==> src/rtl/encoder_pkg.sv <==
// Shared types and helpers for the draining priority encoder.
package encoder_pkg;

  typedef enum logic {
    IDLE  = 1'b0,
    DRAIN = 1'b1
  } state_e;

  localparam int N_DEFAULT    = 8;
  localparam int PRIO_MAX_N   = 64;
  localparam int PRIO_MAX_W   = 6;

  // Index of the first set bit in the lower n bits, scanning from the chosen end; 0 if none.
  function automatic int prio_idx(input logic [PRIO_MAX_N-1:0] vec, input int n,
                                  input logic msb_first);
    int r;
    int j;
    r = 0;
    for (int i = 0; i < PRIO_MAX_N; i++) begin
      j = msb_first ? i : (PRIO_MAX_N - 1 - i);
      if ((j < n) && vec[j[PRIO_MAX_W-1:0]]) r = j;
    end
    return r;
  endfunction

endpackage

==> src/rtl/prio_index.sv <==
// Combinational priority picker: index and one-hot mask of the highest-priority set bit.
// Supports N up to encoder_pkg::PRIO_MAX_N lines.
module prio_index
  import encoder_pkg::*;
#(
  parameter int N         = N_DEFAULT,
  parameter bit MSB_FIRST = 1'b0,
  localparam int IDX_W    = $clog2(N)
) (
  input  logic [N-1:0]     vec_i,
  output logic [IDX_W-1:0] idx_o,
  output logic [N-1:0]     mask_o
);

  localparam logic [N-1:0] ONE = {{(N-1){1'b0}}, 1'b1};

  logic [PRIO_MAX_N-1:0] vec_ext;
  int                    idx_int;

  assign vec_ext = PRIO_MAX_N'(vec_i);

  // The AND makes the mask all-zero for an empty vector even though idx_o reads 0.
  always_comb begin
    idx_int = prio_idx(vec_ext, N, MSB_FIRST);
    idx_o   = IDX_W'(idx_int);
    mask_o  = vec_i & (ONE << idx_o);
  end

endmodule

==> src/rtl/encoder_drain_seq.sv <==
// Captures a multi-hot request vector and drains it one binary index per handshake.
// Optional macro ENCODER_DRAIN_COUNT_EN adds the pend_cnt output (popcount of pending bits).
module encoder_drain_seq
  import encoder_pkg::*;
#(
  parameter int N         = N_DEFAULT,
  parameter bit MSB_FIRST = 1'b0,
  localparam int IDX_W    = $clog2(N)
) (
  input  logic             clk,
  input  logic             rst,
  input  logic             in_valid,
  output logic             in_ready,
  input  logic [N-1:0]     in_vec,
  output logic             out_valid,
  input  logic             out_ready,
  output logic [IDX_W-1:0] out_idx,
  output logic             out_last,
  output logic             busy
`ifdef ENCODER_DRAIN_COUNT_EN
  ,
  output logic [IDX_W:0]   pend_cnt
`endif
);

  localparam logic [N-1:0] ONE = {{(N-1){1'b0}}, 1'b1};

  state_e           state_q, state_d;
  logic [N-1:0]     pending_q, pending_d;
  logic [IDX_W-1:0] out_idx_q, out_idx_d;
  logic             out_last_q, out_last_d;
  logic             out_valid_q, out_valid_d;

  logic [N-1:0]     pend_rest;
  logic [N-1:0]     prio_src;
  logic [N-1:0]     prio_mask;
  logic [IDX_W-1:0] prio_idx_w;

  // One picker serves both capture (fresh vector) and drain (vector minus the current bit).
  assign pend_rest = pending_q & ~(ONE << out_idx_q);
  assign prio_src  = (state_q == IDLE) ? in_vec : pend_rest;

  prio_index #(
    .N         (N),
    .MSB_FIRST (MSB_FIRST)
  ) u_prio (
    .vec_i  (prio_src),
    .idx_o  (prio_idx_w),
    .mask_o (prio_mask)
  );

`ifdef ENCODER_DRAIN_COUNT_EN
  localparam int CNT_W = IDX_W + 1;
  logic [CNT_W-1:0] cnt_q, cnt_d;
  assign pend_cnt = cnt_q;
`endif

  always_comb begin
    state_d     = state_q;
    pending_d   = pending_q;
    out_idx_d   = out_idx_q;
    out_last_d  = out_last_q;
    out_valid_d = out_valid_q;
`ifdef ENCODER_DRAIN_COUNT_EN
    cnt_d       = cnt_q;
`endif
    case (state_q)
      IDLE: begin
        if (in_valid && (in_vec != '0)) begin
          state_d     = DRAIN;
          pending_d   = in_vec;
          out_valid_d = 1'b1;
          out_idx_d   = prio_idx_w;
          out_last_d  = (in_vec == prio_mask);
`ifdef ENCODER_DRAIN_COUNT_EN
          cnt_d       = CNT_W'($countones(in_vec));
`endif
        end
      end
      DRAIN: begin
        if (out_ready) begin
          if (out_last_q) begin
            state_d     = IDLE;
            pending_d   = '0;
            out_valid_d = 1'b0;
            out_idx_d   = '0;
            out_last_d  = 1'b0;
`ifdef ENCODER_DRAIN_COUNT_EN
            cnt_d       = '0;
`endif
          end else begin
            pending_d   = pend_rest;
            out_idx_d   = prio_idx_w;
            out_last_d  = (pend_rest == prio_mask);
`ifdef ENCODER_DRAIN_COUNT_EN
            cnt_d       = cnt_q - CNT_W'(1);
`endif
          end
        end
      end
      default: state_d = IDLE;
    endcase
  end

  always_ff @(posedge clk) begin
    if (rst) begin
      state_q     <= IDLE;
      pending_q   <= '0;
      out_idx_q   <= '0;
      out_last_q  <= 1'b0;
      out_valid_q <= 1'b0;
`ifdef ENCODER_DRAIN_COUNT_EN
      cnt_q       <= '0;
`endif
    end else begin
      state_q     <= state_d;
      pending_q   <= pending_d;
      out_idx_q   <= out_idx_d;
      out_last_q  <= out_last_d;
      out_valid_q <= out_valid_d;
`ifdef ENCODER_DRAIN_COUNT_EN
      cnt_q       <= cnt_d;
`endif
    end
  end

  assign in_ready  = (state_q == IDLE);
  assign busy      = (state_q == DRAIN);
  assign out_valid = out_valid_q;
  assign out_idx   = out_idx_q;
  assign out_last  = out_last_q;

endmodule

==> config.mk <==
export PLATFORM = sky130hd
export DESIGN_NAME = encoder_drain_seq
export DESIGN_NICKNAME = d
export VERILOG_FILES = /design/src/rtl/encoder_pkg.sv /design/src/rtl/prio_index.sv /design/src/rtl/encoder_drain_seq.sv
export SDC_FILE = /design/constraint.sdc
export NUM_CORES = 1
export LEC_CHECK = 0
export ABC_AREA = 1
export BUFFER_PORTS_ARGS = -buffer_cell sky130_fd_sc_hd__buf_2
export CORE_MARGIN = 5
export CORE_UTILIZATION = 25
export CTS_CLUSTER_SIZE = 10
export DETAILED_ROUTE_END_ITERATION = 6
export SLEW_MARGIN = 20
export SYNTH_ARGS = -nofsm -noshare
export SYNTH_HDL_FRONTEND = slang
export SYNTH_HIERARCHICAL = 1
export SYNTH_SLANG_ARGS = --single-unit
==> constraint.sdc <==
create_clock -name clk -period 4 [get_ports clk]
set_clock_uncertainty 0.1 [all_clocks]
set_input_delay 0.6 -clock clk [delete_from_list [all_inputs] [get_ports clk]]
set_output_delay 0.6 -clock clk [all_outputs]
set_load 0.02 [all_outputs]
# Yosys cells after proc, flatten, opt, wreduce, memory -nomap -nowiden
# Index checks and enable logic that the tools add are counted.
classes:
  n_eq_ne: 5
  shifts: 2
  n_mux: 29
  n_bitwise: 4
  n_reduce_logical: 4
op_table:
  columns: ["operator", "n"]
  rows:
  - ["3-bit two-way mux", 11]
  - ["8-bit two-way mux", 4]
  - ["8-bit bitwise AND", 2]
  - ["8-bit equality test", 2]
  - ["8-bit case mux with 2 select lines", 1]
  - ["1-bit by 3-bit left shift with 8-bit output, first input constant", 2]
  - ["1-bit two-way mux", 9]
  - ["8-bit inverter", 1]
  - ["8-bit nonzero test", 1]
  - ["1-bit case mux with 2 select lines", 3]
  - ["3-bit case mux with 2 select lines", 1]
  - ["2-bit by 1-bit inequality test with 1-bit output, second input constant", 2]
  - ["3-bit AND reduction", 1]
  - ["2-bit inequality test, second input constant", 1]
  - ["2-bit AND reduction", 1]
  - ["1-bit logical AND", 1]
  - ["1-bit inverter", 1]
totals:
  ff_bits: 14
  output_inout_bits: 7
  elab_cells: 49

# Logic depth before layout (Yosys ltp)
# Gate-level depths: netlist of run 1.
depth:
  word_depth: 18
  mapped_depth: 21
  depth_no_buf: 21

# Hierarchy
# The synthesis of run 1 kept the hierarchy.
by_module_without_submodules:
  columns: ["mod", "n_inst", "cells_each", "area_each_um2"]
  rows:
  - ["encoder_drain_seq", 1, 176, 1037.2]
  - ["prio_index", 1, 34, 170.2]

# Worst setup path before layout of run 1
# OpenSTA, ideal clock, no wires.
synth_timing:
  path_type: "flip-flop to flip-flop"
  from: "reg state_q (netlist: busy)"
  to: "reg out_last_q (netlist: out_last)"
  t_arrival_ns: 2.198
  required_ns: 3.780
  slack_ns: 1.582
  path_stages_with_launch: 14
  path_cell_list: "dfxtp_1 -> inv_4 -> buf_2 -> o21ai_0 -> nor2_1 -> o21ai_1 -> nand2_2 -> nor3_2 -> inv_1 -> or2_2 -> nand4_1 -> nor2_1 -> nor2_1 -> a21oi_1"
synth_lines:
  columns: ["element", "line_no", "text"]
  rows:
  - ["from (decl)", "encoder_drain_seq.sv:28", "state_e state_q, state_d;"]
  - ["from (signal assigned)", "encoder_drain_seq.sv:116", "state_q <= state_d;"]
  - ["1-bit inverter (*)", null, null]
  - ["named net in_ready", "encoder_drain_seq.sv:13", "output logic in_ready,"]
  - ["2-bit by 1-bit inequality test with 1-bit output (no line)", null, null]
  - ["2-bit AND reduction (no line)", null, null]
  - ["to (signal assigned)", "encoder_drain_seq.sv:119", "out_last_q <= out_last_d;"]
  - ["to (decl)", "encoder_drain_seq.sv:31", "logic out_last_q, out_last_d;"]
# The timed path passes the listed nets; every way through them passes the cells marked *. The select of a mux whose other input is x is not followed.
# A chain may end at the register's enable or synchronous reset.

# Final worst setup path of run 1
layout_timing:
  from: "reg out_idx_q[1] (netlist: out_idx[1])"
  to: "reg out_last_q (netlist: out_last)"
layout_lines:
  columns: ["element", "line_no", "text"]
  rows:
  - ["from (decl)", "encoder_drain_seq.sv:30", "logic [IDX_W-1:0] out_idx_q, out_idx_d;"]
  - ["from (signal assigned)", "encoder_drain_seq.sv:118", "out_idx_q <= out_idx_d;"]
  - ["1-bit by 3-bit left shift with 8-bit output (*)", "encoder_drain_seq.sv:40", "assign pend_rest = pending_q & ~(ONE << out_idx_q);"]
  - ["8-bit inverter (*)", "encoder_drain_seq.sv:40", null]
  - ["8-bit bitwise AND (*)", "encoder_drain_seq.sv:40", null]
  - ["8-bit two-way mux (*)", "encoder_drain_seq.sv:41", "assign prio_src = (state_q == IDLE) ? in_vec : pend_rest;"]
  - ["named net prio_src[0]", "encoder_drain_seq.sv:35", "logic [N-1:0] prio_src;"]
  - ["3-bit two-way mux (*)", "encoder_pkg.sv:21", "if ((j < n) && vec[j[PRIO_MAX_W-1:0]]) r = j;"]
  - ["1-bit by 3-bit left shift with 8-bit output (*)", "prio_index.sv:26", "mask_o = vec_i & (ONE << idx_o);"]
  - ["8-bit bitwise AND (*)", "prio_index.sv:26", null]
  - ["named net prio_mask[1]", "encoder_drain_seq.sv:36", "logic [N-1:0] prio_mask;"]
  - ["8-bit equality test", "encoder_drain_seq.sv:94", "out_last_d = (pend_rest == prio_mask);"]
  - ["1-bit two-way mux", "encoder_drain_seq.sv:82", "if (out_last_q) begin"]
  - ["1-bit two-way mux", "encoder_drain_seq.sv:81", "if (out_ready) begin"]
  - ["1-bit case mux with 2 select lines (*)", "encoder_drain_seq.sv:67", "case (state_q)"]
# Marked as above.

==> flow_metrics.py, run 1 <==
metrics = {
    "route": {
        "vias": 1328,
        "drt-pass1-iter-count": 4,
        "drc": 0,
        "drt-wirelength-per-cell_um": 12.1,
        "wl_mm": 3.40,
        "viasPerCell": 4.73,
        "ant_nets": 0,
        "first_iter_violations": 130,
    },
    "timing": {
        "relSlewSlack_pct": 51.1,
        "setup_tns_ns": 0,
        "hold_ws_ns": 0.387,
        "fin_ws_ns": 1.30,
        "rsz0062_at_grt": "false",
        "finalHoldViolCount": 0,
        "setup_violations": 0,
        "fmax_mhz": 370,
        "post-route-period-util_pct": 67.6,
        "final_max_slew_viol_count": 0,
        "min_period_ns": 2.70,
        "tightest_slew_ns": 0.725,
    },
    "critical_path": {
        "max_stage_delay_ns": 0.59,
        "cp_cell_sequence": "inv_1 -> nand3_1 -> nand2_1 -> o21ai_0 -> nor2_2 -> nand2_2 -> nand3_2 -> nor2_1 -> inv_1 -> nand3_1 -> nand2_1 -> inv_1 -> nand2_1 -> nor2_2 -> nand3_1 -> a21oi_1",
        "cp_slowest_cell": "o21ai_0",
        "worst-path-buf-inv": 3,
        "cp.arrival_ns": 2.78,
        "required_ns": 4.08,
        "path_max_fanout": 7,
        "start_kind": "register",
        "crit_family": "simple AND/OR/NAND/NOR gates",
        "cp-end-kind": "register",
        "path_class": "reg -> reg",
    },
    "clock_tree": {
        "numCtsBuffers": 3,
        "h-tree-depth": 1,
        "cts.path.max_buffers": 2,
        "clkLatencyLatePin_ns": 0.25,
        "cts_setup_buffers": 0,
        "clock_sink_count": 14,
        "cts_tree": "done",
        "clk_pin_slew_ns": 0.06,
        "cts_hold_buf": 0,
        "cts_root_buffer": "clkbuf_8",
        "post_cts_resized": 0,
    },
    "finish": {
        "fin_cells": 281,
        "fin_area_sq_um": 1390,
        "drive_gt1_share_pct": 21.1,
        "syn_to_final_growth_pct": 14.7,
        "nets": 240,
        "fin_util_pct": 29.5,
        "diodes": 0,
        "fill_cells": 557,
    },
    "floorplanning": {
        "core_area_sq_um": 4690,
        "rows": 25,
        "die_h_um": 79.5,
        "die_x_um": 79.5,
        "initial_core_util_pct": 25.7,
        "dieArea_sq_um": 6320,
        "ios": 19,
    },
    "place": {
        "dp_hpwl_mm": 2.72,
        "post-place-ws_ns": 1.34,
        "postPlaceCellArea_sq_um": 1330,
        "place.gp.congestion": 0.917,
        "dp_cells": 277,
        "port_buffers": 18,
    },
    "global_route": {
        "overflow": 0,
        "track_usage_pct": 11.3,
        "grt_pass1_vias": 1242,
        "grt_pass1_wl_mm": 5.73,
        "grt_max_degree": 20,
        "antenna_found_initial": 0,
    },
    "logic_synthesis": {
        "synth-seq-cells": 14,
        "ys_types": 24,
        "syn_area_sq_um": 1210,
        "yosysSeqAreaShare_pct": 23.2,
        "synth_warnings": 6,
        "netlist_instances": 210,
        "synth.avg_cell_area_sq_um": 5.75,
        "syn_nets": 222,
    },
    "pwr": {
        "peakVddDrop_mv": 0.0848,
        "finalPower_mw": 0.478,
        "pwr_density_cell_nw_per_um2": 345,
        "leakagePower_nw": 0.645,
    },
    "outcome": {
        "outcome": "finished, final reports clean",
    },
    "min_path": {
        "hold_path.class": "reg -> reg",
    },
    "run": {
        "drv_cap": 0,
    },
}
==> where the power goes <==
| part | leakage (nW) | internal, mW | switching, mW |
|---|---|---|---|
| sequential | 0.116 | 0.154 | 0.0149 |
| clock | 0.0288 | 0.0873 | 0.0529 |
| combinational | 0.501 | 0.0552 | 0.114 |
| total | 0.645 | 0.297 | 0.181 |
==> per-layer routing <==
layer | share of wire, % | up-vias | global-route usage, %
li1 | - | 703 | -
met1 | 45 | 569 | 14.8
met2 | 45 | 43 | 17.3
met3 | 5.8 | 13 | 0.903
met4 | 4.2 | 0 | 7.90
met5 | 0 | - | 0
==> state kept, by name, indices dropped and copies added (netlist names) <==
| signal | flops |
|---|---|
| out_last | 1 |
| pending_q | 8 |
| out_idx | 3 |
| out_valid | 1 |
| busy | 1 |
==> worst paths after layout <==
check,start,endpoint,slack [ns],cells past startpoint
worst max register to register,out_idx[1],out_last,1.30,16
worst max-delay path,out_idx[1],out_last,1.30,16
worst min-delay path,out_valid,out_valid,0.39,2
worst min register to register,out_valid,out_valid,0.39,2
==> worst min-delay path: cells and delay by family (launching register included) <==
family | cells | cell delay, ns
flops | 1 | 0.31
compound gates | 2 | 0.14
==> layout make-up <==
| type | instances | area [sq um] | share of cell area (%) |
|---|---|---|---|
| flip-flops and latches | 14 | 280 | 20.2 |
| multi-input cells | 161 | 777 | 56.1 |
| clock buffers | 4 | 55.1 | 3.97 |
| repair buffers | 18 | 90.1 | 6.50 |
| inverters | 30 | 115 | 8.31 |
| well taps | 54 | 67.6 | 4.88 |
==> cells in the final DEF, fill, tap and decap left out, types with 4 or more instances in the layout <==
cell and n:
o21ai_0 20, inv_1 22, nor2_1 35, nand2_2 6
nor2_2 5, buf_2 18, nand3_1 17, nand2_1 43
clkbuf_8 4, o21ai_1 11, inv_2 7, dfxtp_1 14
a21oi_1 8
==> cell families after synthesis <==
family                 share of synthesized area [%]
flip-flops                                      23.2
AO/OA/AOI/OAI                                   16.2
XOR/XNOR                                        3.63
AND/OR/NAND/NOR                                 44.6
buffers and inverters                           12.4
==> synth_stat cells <==
master / n / area [sq um]
nand3_2: 3 / 30.0
nand2_1: 43 / 161
o21ai_0: 20 / 100
nand3_1: 17 / 85.1
xnor2_1: 2 / 17.5
a21oi_1: 8 / 40.0
inv_2: 7 / 26.3
nor2_2: 5 / 31.3
buf_6: 2 / 22.5
or2_2: 1 / 6.26
nand2_2: 6 / 37.5
o21ai_1: 11 / 55.1
nand3b_1: 1 / 7.51
inv_1: 22 / 82.6
nor3_2: 2 / 20.0
buf_2: 1 / 5.00
dfxtp_1: 14 / 280
nand4_1: 1 / 6.26
clkbuf_1: 2 / 7.51
nor3_1: 2 / 10.0
xor2_1: 3 / 26.3
inv_4: 1 / 6.26
nand2_4: 1 / 11.3
nor2_1: 35 / 131
(Power assumes the default switching activity.)
==> run 2, diff against run 1 <==
clock period = 2.45 ns   (was 4 ns; I/O delays follow)
==> run 2 against run 1 <==
Via count increased by 2.2%; global-route usage increased by 0.18 points; die area unchanged; routed wire length increased by 1.8%; fmax increased by 20%; combinational power increased by 88%; flip-flop and latch count unchanged; count of clock-buffer cells in the layout unchanged; non-clock buffer count increased by 9; worst setup slack got worse by 1.1 ns; cell area increased by 10%; critical path type unchanged; highest routed layer unchanged.
==> flow_metrics.py, run 2 (same netlist as run 1, synthesis figures left out) <==
metrics = {
    "finish": {
        "layout_commonest_cell": "nand2_1",
        "largest_register": "pending_q",
        "drive_gt1_share_pct": 31.4,
        "fin_util_pct": 32.6,
        "syn_to_final_growth_pct": 26.5,
        "diodes": 0,
        "fin_cells": 290,
        "nets": 249,
        "layout_common_cells": "nand2_1 (41), nor2_1 (32), inv_1 (20)",
        "largest_reg_flops": 8,
        "fill_cells": 510,
        "fin_area_sq_um": 1530,
    },
    "timing": {
        "relSlewSlack_pct": 79.0,
        "setup_violations": 0,
        "setup_tns_ns": 0,
        "fmax_mhz": 445,
        "rsz0062_at_grt": "true",
        "hold_ws_ns": 0.222,
        "min_period_ns": 2.25,
        "fin_ws_ns": 0.202,
        "final_max_slew_viol_count": 0,
        "post-route-period-util_pct": 91.7,
        "tightest_slew_ns": 0.315,
        "finalHoldViolCount": 0,
    },
    "route": {
        "drc": 0,
        "first_iter_violations": 116,
        "ant_nets": 0,
        "drt-wirelength-per-cell_um": 11.9,
        "wl_mm": 3.46,
        "vias": 1357,
        "drt-pass1-iter-count": 4,
        "viasPerCell": 4.68,
    },
    "global_route": {
        "grt_pass1_vias": 1253,
        "track_usage_pct": 11.5,
        "antenna_found_initial": 0,
        "grt_max_degree": 20,
        "grt_pass1_wl_mm": 5.80,
        "overflow": 0,
    },
    "pwr": {
        "p_int_mw": 0.509,
        "clkPwrFrac_pct": 27.9,
        "power_frac_comb_pct": 38.5,
        "seqPwrFrac_pct": 33.6,
        "power_switching_share_pct": 38.3,
        "finalPower_mw": 0.825,
        "leakagePower_nw": 0.704,
        "switchingPower_mw": 0.316,
        "pwr_density_cell_nw_per_um2": 540,
        "peakVddDrop_mv": 0.172,
    },
    "clock_tree": {
        "clk_pin_slew_ns": 0.06,
        "clkLatencyLatePin_ns": 0.25,
        "cts_root_buffer": "clkbuf_8",
        "cts_tree": "done",
        "clock_sink_count": 14,
        "cts_hold_buf": 0,
        "cts.path.max_buffers": 2,
        "numCtsBuffers": 3,
        "h-tree-depth": 1,
    },
    "place": {
        "post-place-ws_ns": -0.112,
        "port_buffers": 18,
        "place.gp.congestion": 0.905,
        "dp_hpwl_mm": 2.81,
        "dp_cells": 285,
        "postPlaceCellArea_sq_um": 1390,
    },
    "critical_path": {
        "start_kind": "register",
        "regToRegSetupSlack_ns": 0.20,
        "required_ns": 2.48,
        "cp-end-kind": "register",
        "cp.arrival_ns": 2.28,
        "path_max_fanout": 6,
        "path_class": "reg -> reg",
    },
    "outcome": {
        "outcome": "finished, final reports clean",
    },
    "floorplanning": {
        "die_h_um": 79.5,
        "core_area_sq_um": 4690,
        "die_x_um": 79.5,
        "dieArea_sq_um": 6320,
        "ios": 19,
        "rows": 25,
        "initial_core_util_pct": 25.7,
    },
    "min_path": {
        "hold_path.class": "in -> reg",
    },
    "run": {
        "drv_cap": 0,
    },
}
-- run 2: final timing paths --
kind / start / to / cells after the start
worst min-delay path: rst / out_idx[0] / 2
worst max-delay path: out_idx[0] / out_last / 14
worst min register to register: out_valid / out_valid / 2
worst max register to register: out_idx[0] / out_last / 14
-- run 2: power by group through the flow --
| stage | registers [mW] | clock network, mW | logic, mW |
|---|---|---|---|
| 2_1_floorplan | 0.288 | 0 | 0.201 |
| 3_3_place_gp | 0.279 | 0 | 0.295 |
| 3_5_place_dp | 0.279 | 0 | 0.292 |
| 4_1_cts | 0.274 | 0.234 | 0.296 |
| 5_1_grt | 0.281 | 0.243 | 0.361 |
| 6_report | 0.277 | 0.230 | 0.317 |
-- run 2: routing by layer --
| layer | wire length [um] | global-route usage [%] | vias up |
|---|---|---|---|
| met3 | 139 | 1.13 | 6 |
| li1 | - | - | 721 |
| met1 | 1640 | 15.1 | 600 |
| met5 | 0 | 0 | - |
| met4 | 71 | 4.30 | 0 |
| met2 | 1620 | 19.2 | 30 |
-- run 2: area by class of cell --
class                      instances  area, sq um  share of cell area (%)
clock buffer                       4         55.1                    3.60
inverter                          30          115                    7.53
timing repair buffer              27          165                    10.8
sequential                        14          292                    19.1
multi-input combinational        161          833                    54.5
tap                               54         67.6                    4.42
-- run 2: critical path, cell delays in order (launching register included) --
cell and delay, ns:
dfxtp_4 0.36, buf_6 0.12, nand3_2 0.07, nand2_2 0.09, o21ai_4 0.19, nor2_2 0.07, o21ai_1 0.09, nand2_2 0.15
nor3_2 0.21, inv_1 0.10, or2_2 0.28, nand4_1 0.10, nor2_1 0.05, nor2_1 0.09, a21oi_1 0.06
-- run 2: timing repair --
action                                  CTS  global route
gates resized for setup                   3            29
endpoints found under the setup margin    1             1
pin swaps                                 0            15
buffers inserted                          0             1
==> run 3, diff against run 2 <==
CELL_PAD_IN_SITES_DETAIL_PLACEMENT = 2   (was default)
CELL_PAD_IN_SITES_GLOBAL_PLACEMENT = 2   (was default)
PLACE_DENSITY_LB_ADDON = 0.1   (was default)
SLEW_MARGIN = 40   (was 20)
==> run 3 against run 2 <==
Global-route usage rose by 5.4 points; critical path type unchanged; cell count rose by 2.4%; clock power fell by 13%; count of clock-buffer cells in the layout fell by 1; worst setup slack got worse by 0.12 ns; flip-flop and latch count did not move; combinational power rose by 31%; sequential share of layout area fell by 2.2 points; die area did not move.
==> flow_metrics.py, run 3 (same netlist as run 1, synthesis figures left out) <==
metrics = {
    "finish": {
        "syn_to_final_growth_pct": 43.2,
        "layout_common_cells": "nand2_1 (36), nor2_1 (31), inv_1 (19)",
        "fin_cells": 297,
        "diodes": 0,
        "drive_gt1_share_pct": 39.5,
        "largest_reg_flops": 8,
        "layout_commonest_cell": "nand2_1",
        "nets": 257,
        "largest_register": "pending_q",
        "fin_area_sq_um": 1730,
        "fin_util_pct": 36.9,
    },
    "timing": {
        "fin_ws_ns": 0.0806,
        "hold_ws_ns": 0.209,
        "final_max_slew_viol_count": 0,
        "rsz0062_at_grt": "true",
        "min_period_ns": 2.37,
        "fmax_mhz": 422,
        "finalHoldViolCount": 0,
        "post-route-period-util_pct": 96.7,
        "relSlewSlack_pct": 75.0,
        "setup_tns_ns": 0,
        "setup_violations": 0,
        "tightest_slew_ns": 0.375,
    },
    "critical_path": {
        "start_kind": "register",
        "cp_slowest_cell": "dfxtp_4",
        "cp-end-kind": "register",
        "critPathLaunch": "out_idx[2]",
        "rr_startpoint": "out_idx[2]",
        "path_class": "reg -> reg",
        "setup.worst_path.end": "out_last",
        "max_stage_delay_ns": 0.40,
        "cp_cell_sequence": "buf_6 -> nand3_1 -> nand2_2 -> o21ai_1 -> inv_2 -> nand2_1 -> o21ai_2 -> nand2_4 -> nor3_4 -> buf_4 -> nand2_1 -> nand2_1 -> nor3_2 -> nand3_1 -> nor2_1 -> nor2_1 -> a21oi_2",
        "path_depth": 17,
        "r2r_end": "out_last",
        "regToRegSetupSlack_ns": 0.08,
        "cp.arrival_ns": 2.41,
        "worst-path-buf-inv": 3,
        "required_ns": 2.49,
        "reg2regPathDepth": 17,
        "path_max_fanout": 6,
        "path_common_cell": "nand2_1",
        "crit_family": "simple AND/OR/NAND/NOR gates",
    },
    "global_route": {
        "grt_max_degree": 20,
        "track_usage_pct": 16.8,
        "grt_pass1_vias": 1630,
        "antenna_found_initial": 0,
        "overflow": 0,
        "grt_pass1_wl_mm": 8.20,
    },
    "pwr": {
        "leakagePower_nw": 0.773,
        "finalPower_mw": 0.900,
        "pwr_density_cell_nw_per_um2": 521,
        "peakVddDrop_mv": 0.324,
    },
    "clock_tree": {
        "cts.path.max_buffers": 2,
        "h-tree-depth": 1,
        "cts_root_buffer": "clkbuf_8",
        "numCtsBuffers": 3,
        "clock_sink_count": 14,
        "clkLatencyLatePin_ns": 0.25,
        "clk_pin_slew_ns": 0.06,
        "cts_tree": "done",
    },
    "route": {
        "drc": 0,
        "first_iter_violations": 46,
        "viasPerCell": 5.07,
        "drt-pass1-iter-count": 4,
        "ant_nets": 0,
        "vias": 1506,
        "drt-wirelength-per-cell_um": 17.8,
        "wl_mm": 5.28,
    },
    "place": {
        "place.gp.congestion": 0.829,
        "postPlaceCellArea_sq_um": 1420,
        "dp_cells": 289,
        "port_buffers": 18,
        "dp_hpwl_mm": 3.95,
        "post-place-ws_ns": -0.170,
    },
    "floorplanning": {
        "die_x_um": 79.5,
        "dieArea_sq_um": 6320,
        "rows": 25,
        "ios": 19,
        "initial_core_util_pct": 25.7,
        "die_h_um": 79.5,
        "core_area_sq_um": 4690,
    },
    "outcome": {
        "outcome": "finished, final reports clean",
    },
    "run": {
        "drv_cap": 0,
    },
    "min_path": {
        "hold_path.class": "in -> reg",
    },
}
-- run 3: changes by cell type in the layout (fill, tap and decap cells not counted), sizes merged --
cell    change
clkbuf      -1
buf         +8
-- run 3: worst min-delay path by stage --
stage	startpoint	end	slack, ns	cells after the start
after detailed placement	out_valid	out_valid	0.37	2
after global routing	rst	out_idx[0]	0.21	2
after global placement	out_valid	out_valid	0.37	2
after CTS	rst	out_idx[0]	0.21	2
after floorplan	rst	busy	0.34	1
final	rst	out_idx[0]	0.21	2
-- run 3: report_power, final --
part | internal [mW] | leakage (nW) | switching (mW)
Sequential | 0.253 | 0.118 | 0.0338
Combinational | 0.147 | 0.633 | 0.268
Clock | 0.109 | 0.0216 | 0.0898
-- run 3: repair_timing --
item / in CTS / in global routing
pin swaps: 0 / 18
setup buffers: 0 / 5
resized for setup: 7 / 57
endpoints found under the setup margin: 1 / 1
hold buffers: 0 / 0
-- run 3: worst reg2reg max path: stages, from the launching register on --
cell	delay, ns
dfxtp_4	0.40
buf_6	0.13
nand3_1	0.11
nand2_2	0.09
o21ai_1	0.07
inv_2	0.08
nand2_1	0.07
o21ai_2	0.18
nand2_4	0.12
nor3_4	0.29
buf_4	0.15
nand2_1	0.05
nand2_1	0.07
nor3_2	0.04
nand3_1	0.09
nor2_1	0.05
nor2_1	0.12
a21oi_2	0.06
-- run 3: layer usage --
| metal | vias to the layer above | GRT usage, % | routed length [um] |
|---|---|---|---|
| li1 | 735 | - | - |
| met1 | 744 | 21.9 | 2440 |
| met2 | 21 | 29.5 | 2630 |
| met3 | 6 | 1.69 | 119 |
| met4 | 0 | 4.12 | 90 |
| met5 | - | 0 | 0 |
-- run 3: cell type report --
cell class                      count  area, sq um
Sequential cell                    14          292
Clock buffer                        3         41.3
Inverter                           30          123
Timing Repair Buffer               35          221
Multi-Input combinational cell    161          985
Tap cell                           54         67.6
Fill cell                         593         2960
